===== src/rtl/cpps_color_emulator.sv =====
// Colour-sensor stand-in: NCO square-wave generator whose frequency tracks the RGB channel chosen
// by the sensor's S3/S2 select, with staged colour updates and an outSQ rising-edge counter.
module cpps_color_emulator #(
   parameter int ACC_W    = 32,
   parameter int STEP_RST = 24570,
   parameter int EDGE_W   = 16
) (
   input  logic        csi_CLK,
   input  logic        csi_reset,
   input  logic        avs_chipselect,
   input  logic [4:0]  avs_address,
   input  logic        avs_read,
   output logic [31:0] avs_readdata,
   input  logic        avs_write,
   input  logic [31:0] avs_writedata,
   input  logic [1:0]  coe_Sctrl,
   output logic        coe_outSQ
);

   logic              en_q, en_d;
   logic              pend_q, pend_d;
   logic [23:0]       stage_q, stage_d;
   logic [23:0]       active_q, active_d;
   logic [15:0]       step_q, step_d;
   logic [1:0]        sync1_q, sel_q;
   logic [ACC_W-1:0]  acc_q, acc_d;
   logic              sq_q, sq_d;
   logic [EDGE_W-1:0] edge_q, edge_d;
   logic [31:0]       rdata_q, rdata_d;

   logic              wr, rd;
   logic [1:0]        a;
   logic [9:0]        sum10;
   logic [7:0]        sel_val;
   logic [23:0]       prod;
   logic [ACC_W-1:0]  inc, acc_sum;
   logic              carry, run, commit, rise, clr;
   logic [31:0]       status;
   logic              unused_ok;

   assign unused_ok = ^{avs_address[4:2], avs_writedata[30:24]};

   always_comb begin
      wr    = avs_chipselect & avs_write;
      rd    = avs_chipselect & avs_read;
      a     = avs_address[1:0];
      sum10 = 10'(active_q[23:16]) + 10'(active_q[15:8]) + 10'(active_q[7:0]);
      case (sel_q)
         2'b00:   sel_val = active_q[23:16];
         2'b11:   sel_val = active_q[15:8];
         2'b10:   sel_val = active_q[7:0];
         default: sel_val = (sum10 > 10'd255) ? 8'hFF : sum10[7:0];
      endcase
      prod             = {16'b0, sel_val} * {8'b0, step_q};
      inc              = ACC_W'(prod);
      run              = en_q & (inc != '0);
      {carry, acc_sum} = {1'b0, acc_q} + {1'b0, inc};
      acc_d            = run ? acc_sum : '0;
      // outSQ is forced low as soon as the generator stops, so disabling never stretches a pulse.
      sq_d             = run & acc_q[ACC_W-1];
      rise             = sq_d & ~sq_q;
      commit           = pend_q & (~run | carry);
      clr              = wr & (a == 2'd0) & avs_writedata[31];
   end

   always_comb begin
      en_d     = en_q;
      step_d   = step_q;
      stage_d  = stage_q;
      pend_d   = commit ? 1'b0 : pend_q;
      active_d = commit ? stage_q : active_q;
      if (wr) begin
         case (a)
            2'd0: en_d = avs_writedata[0];
            2'd1: begin
               stage_d = avs_writedata[23:0];
               pend_d  = 1'b1;
            end
            2'd2: step_d = avs_writedata[15:0];
            default: ;
         endcase
      end
      if (clr)       edge_d = '0;
      else if (rise) edge_d = edge_q + EDGE_W'(1);
      else           edge_d = edge_q;
   end

   always_comb begin
      status              = '0;
      status[0]           = en_q;
      status[1]           = pend_q;
      status[3:2]         = sel_q;
      status[16 +: EDGE_W] = edge_q;
      rdata_d             = rdata_q;
      if (rd) begin
         case (a)
            2'd0:    rdata_d = {31'b0, en_q};
            2'd1:    rdata_d = {8'b0, active_q};
            2'd2:    rdata_d = {16'b0, step_q};
            default: rdata_d = status;
         endcase
      end
   end

   always_ff @(posedge csi_CLK or posedge csi_reset) begin
      if (csi_reset) begin
         en_q     <= 1'b0;
         pend_q   <= 1'b0;
         stage_q  <= '0;
         active_q <= '0;
         step_q   <= 16'(STEP_RST);
         sync1_q  <= '0;
         sel_q    <= '0;
         acc_q    <= '0;
         sq_q     <= 1'b0;
         edge_q   <= '0;
         rdata_q  <= '0;
      end else begin
         en_q     <= en_d;
         pend_q   <= pend_d;
         stage_q  <= stage_d;
         active_q <= active_d;
         step_q   <= step_d;
         sync1_q  <= coe_Sctrl;
         sel_q    <= sync1_q;
         acc_q    <= acc_d;
         sq_q     <= sq_d;
         edge_q   <= edge_d;
         rdata_q  <= rdata_d;
      end
   end

   assign avs_readdata = rdata_q;
   assign coe_outSQ    = sq_q;

endmodule

===== config.mk =====
export PLATFORM = sky130hd
export DESIGN_NAME = cpps_color_emulator
export DESIGN_NICKNAME = d
export VERILOG_FILES = /design/src/rtl/cpps_color_emulator.sv
export SDC_FILE = /design/constraint.sdc
export NUM_CORES = 1
export LEC_CHECK = 0
export ABC_AREA = 1
export CORE_MARGIN = 2
export CORE_UTILIZATION = 40
export DETAILED_ROUTE_END_ITERATION = 10
export HOLD_SLACK_MARGIN = 0.05
export PLACE_DENSITY = 0.67
export SLEW_MARGIN = 20
export SYNTH_ARGS = -nofsm -noshare
export SYNTH_HDL_FRONTEND = slang
export SYNTH_SLANG_ARGS = --single-unit
export TNS_END_PERCENT = 20

===== constraint.sdc =====
create_clock -name csi_CLK -period 9.3 [get_ports csi_CLK]
set_input_delay 1.86 -clock csi_CLK [delete_from_list [all_inputs] [get_ports csi_CLK]]
set_output_delay 1.86 -clock csi_CLK [all_outputs]
set_load 0.02 [all_outputs]

==> load_flow_metrics.sql <==
INSERT INTO impl_metrics (metric_group, metric, value, unit) VALUES
('sta', 'timing.fmax', '115.0', 'MHz'),
('cts', 'cts_buffer_depth', '2', ''),
('placement', 'post-place-cells', '2124', ''),
('cts', 'holdBufCountCts', '0', ''),
('cts', 'cts_root_buf', 'sky130_fd_sc_hd__clkbuf_16', ''),
('synthesis', 'synth_area_leaders', 'sky130_fd_sc_hd__dfrtp_1 27%, sky130_fd_sc_hd__fa_1 15%, sky130_fd_sc_hd__nand2_1 12%', ''),
('critical_path', 'cpMostUsedCell', 'sky130_fd_sc_hd__nand2_1', ''),
('drt', 'detail_route.drc_violations', '0', ''),
('sta', 'finalCriticalPeriod', '8697', 'ps'),
('cts', 'clk-insertion-delay-late', '440', 'ps'),
('outcome', 'outcome', 'complete, no violations', ''),
('cts', 'cts_tree', 'done', ''),
('floorplanning', 'floorplan.core_area', '31390', 'um^2'),
('sta', 'timing_worst_slew_pin_value', '1094', 'ps'),
('sta', 'slew_viols_final', '0', ''),
('drt', 'm1WireLength', '15.01', 'mm'),
('synthesis', 'most_used_flip_flop_cell_after_synthesis', 'sky130_fd_sc_hd__dfrtp_1', ''),
('drt', 'routed_via_density', '5.119', ''),
('drt', 'ant_nets', '0', ''),
('critical_path', 'timing.setup.critical_path_class', 'reg -> reg', ''),
('synthesis', 'synth_edf_count', '0', ''),
('min_path', 'hold_start', 'sync1_q[1]', ''),
('job', 'max_cap_viol_count', '0', ''),
('cts', 'cts_max_level', '4', ''),
('sta', 'worst_slew_slack_as_a_fraction_of_its_limit', '27.00', '%'),
('cts', 'cts.reportedPaths.clkPinSlew', '70', 'ps'),
('floorplanning', 'starting_density_of_the_core', '40.46', '%'),
('layout', 'post-route-cell-area', '14400', 'um^2'),
('critical_path', 'path_delay_family', 'adder cells', ''),
('critical_path', 'timing.rr.end', 'active_q[5]', ''),
('floorplanning', 'placement_rows', '65', ''),
('layout', 'area.growth.synth_to_final', '13.35', '%'),
('synthesis', 'synth_warnings', '0', ''),
('cts', 'post_cts_buffers', '0', ''),
('layout', 'final_layout_size_suffix_gt1_share', '4.789', '%'),
('synthesis', 'ys_seq_elements', '151', ''),
('critical_path', 'critPathSlowestCell', 'sky130_fd_sc_hd__fa_1', ''),
('global_routing', 'track_usage', '20.86', '%'),
('floorplanning', 'floorplan.die.height', '182.2', 'um'),
('min_path', 'hold-path-endpoint', 'sel_q[1]', ''),
('global_routing', 'first_pass_grt_wire_length', '55.74', 'mm'),
('global_routing', 'grt_antenna_before_repair', '0', ''),
('critical_path', 'setup.worst_path.start', 'active_q[9]', ''),
('drt', 'num_vias', '11040', ''),
('layout', 'antennaDiodeCount', '0', ''),
('global_routing', 'number_of_global_route_vias_before_repair', '11100', ''),
('cts', 'post_cts.resized_instances', '0', ''),
('synthesis', 'synth_cells', '1686', ''),
('synthesis', 'mappedNetlistNets', '1902', ''),
('cts', 'cts.sink_count', '151', ''),
('global_routing', 'grt_remaining_overflow', '0', ''),
('synthesis', 'synth_area_leader_cell', 'sky130_fd_sc_hd__dfrtp_1', ''),
('drt', 'wl_per_cell', '15.20', 'um'),
('floorplanning', 'io-pin-count', '77', ''),
('sta', 'hold_viol', '0', ''),
('critical_path', 'timing.reg2reg.worst_path_depth', '46', ''),
('critical_path', 'worst-path-max-fanout', '20', ''),
('cts', 'numCtsBuffers', '17', ''),
('min_path', 'timing.hold.worst.class', 'reg -> reg', ''),
('drt', 'wl_met2', '15.25', 'mm'),
('sta', 'min_period_over_period', '93.51', '%'),
('synthesis', 'yosysMostFrequentCell', 'sky130_fd_sc_hd__nand2_1', ''),
('critical_path', 'timing.critical_path.required', '9670', 'ps'),
('drt', 'drtIter0Drc', '726', ''),
('synthesis', 'synth_sequential_area_ratio', '29.87', '%'),
('drt', 'finalWirelength', '32.78', 'mm'),
('critical_path', 'timing.reg2reg.setup_slack', '600', 'ps'),
('placement', 'gp_congestion', '0.9310', ''),
('critical_path', 'arrival', '9070', 'ps'),
('min_path', 'hold_path_depth', '0', ''),
('placement', 'portBuffers', '66', '');
placed cells by master, fill, tap and decap left out, types with 3 or more instances in the layout:
cell type / synthesis / routed
sky130_fd_sc_hd__a21o_1: 3 / 3
sky130_fd_sc_hd__a21oi_1: 62 / 62
sky130_fd_sc_hd__a221oi_1: 5 / 5
sky130_fd_sc_hd__a31oi_1: 17 / 17
sky130_fd_sc_hd__and2_1: 3 / 3
sky130_fd_sc_hd__buf_4: 2 / 10
sky130_fd_sc_hd__clkbuf_16: 0 / 17
sky130_fd_sc_hd__clkdlybuf4s50_1: 0 / 66
sky130_fd_sc_hd__dfrtp_1: 139 / 139
sky130_fd_sc_hd__dfstp_2: 12 / 12
sky130_fd_sc_hd__fa_1: 94 / 94
sky130_fd_sc_hd__ha_1: 78 / 78
sky130_fd_sc_hd__inv_1: 280 / 279
sky130_fd_sc_hd__inv_6: 0 / 4
sky130_fd_sc_hd__inv_8: 0 / 3
sky130_fd_sc_hd__mux2_2: 8 / 8
sky130_fd_sc_hd__nand2_1: 413 / 411
sky130_fd_sc_hd__nand2_2: 3 / 5
sky130_fd_sc_hd__nand3_1: 99 / 99
sky130_fd_sc_hd__nand3b_1: 5 / 5
sky130_fd_sc_hd__nand4_1: 15 / 15
sky130_fd_sc_hd__nor2_1: 234 / 233
sky130_fd_sc_hd__nor2_2: 3 / 4
sky130_fd_sc_hd__nor3_1: 18 / 18
sky130_fd_sc_hd__nor4_1: 3 / 3
sky130_fd_sc_hd__o211ai_1: 10 / 10
sky130_fd_sc_hd__o21ai_0: 73 / 73
sky130_fd_sc_hd__o21bai_1: 9 / 9
sky130_fd_sc_hd__o31ai_1: 5 / 4
sky130_fd_sc_hd__or2_2: 3 / 3
sky130_fd_sc_hd__xnor2_1: 11 / 11
sky130_fd_sc_hd__xor2_1: 26 / 26
state kept, by name, summed over array words and instances, names as in the netlist:
register / cells
active_q: 24
pend_q: 1
coe_outSQ: 1
en_q: 1
acc_q: 32
step_q: 16
sync1_q: 2
sel_q: 2
avs_readdata: 32
stage_q: 24
edge_q: 16
metal layers:
metal	up-vias	GRT usage, %
li1	5386	-
met1	5311	28.02
met2	298	34.52
met3	42	3.692
met4	0	6.290
met5	-	0
layout make-up:
cell class                      count  area [um^2]
Timing Repair Buffer               78        767.0
Clock inverter                     14        170.2
Multi-Input combinational cell   1212         7675
Inverter                          281         1060
Fill cell                        3106        17000
Tap cell                          402        503.0
Sequential cell                   151         3794
Clock buffer                       18        429.2
cell families (layout without fill, tap and decap cells):
logic type	Yosys count	in the layout	share of synthesized area (%)
simple gates	805	805	26.10
mux	8	8	0.7092
compound gates	190	190	8.461
flops	151	151	29.87
xor+xnor	37	37	2.551
fa+ha+maj	172	172	22.50
buf+inv	323	391	9.811
metrics by stage:
step	setup slack [ps]	hold WS, ps
after floorplan	1854	331.2
final	603.3	371.6
after global routing	5.359	376.6
after CTS	569.9	374.0
after global placement	707.3	365.4
after detailed placement	597.5	350.3
worst max-delay path by stage:
stage                   endpoint  cells past startpoint  slack, ps
floorplan            active_q[0]                     45       1850
global placement    active_q[19]                     49        710
detailed placement  active_q[19]                     45        600
global route         active_q[5]                     46          5
finish               active_q[5]                     46        600
CTS                 active_q[19]                     45        570
worst register-to-register path: cells and delay by family (launching register included):
kind | cells | cell delay, ps
and+or+nand+nor | 24 | 2820
DFF | 1 | 450
AOI/OAI and AO/OA | 4 | 790
buffers and inverters | 9 | 800
adders and majority gates | 9 | 3790
Power is not shown: default switching activity piles up to over one toggle a cycle in this logic, so the estimate is an artifact.
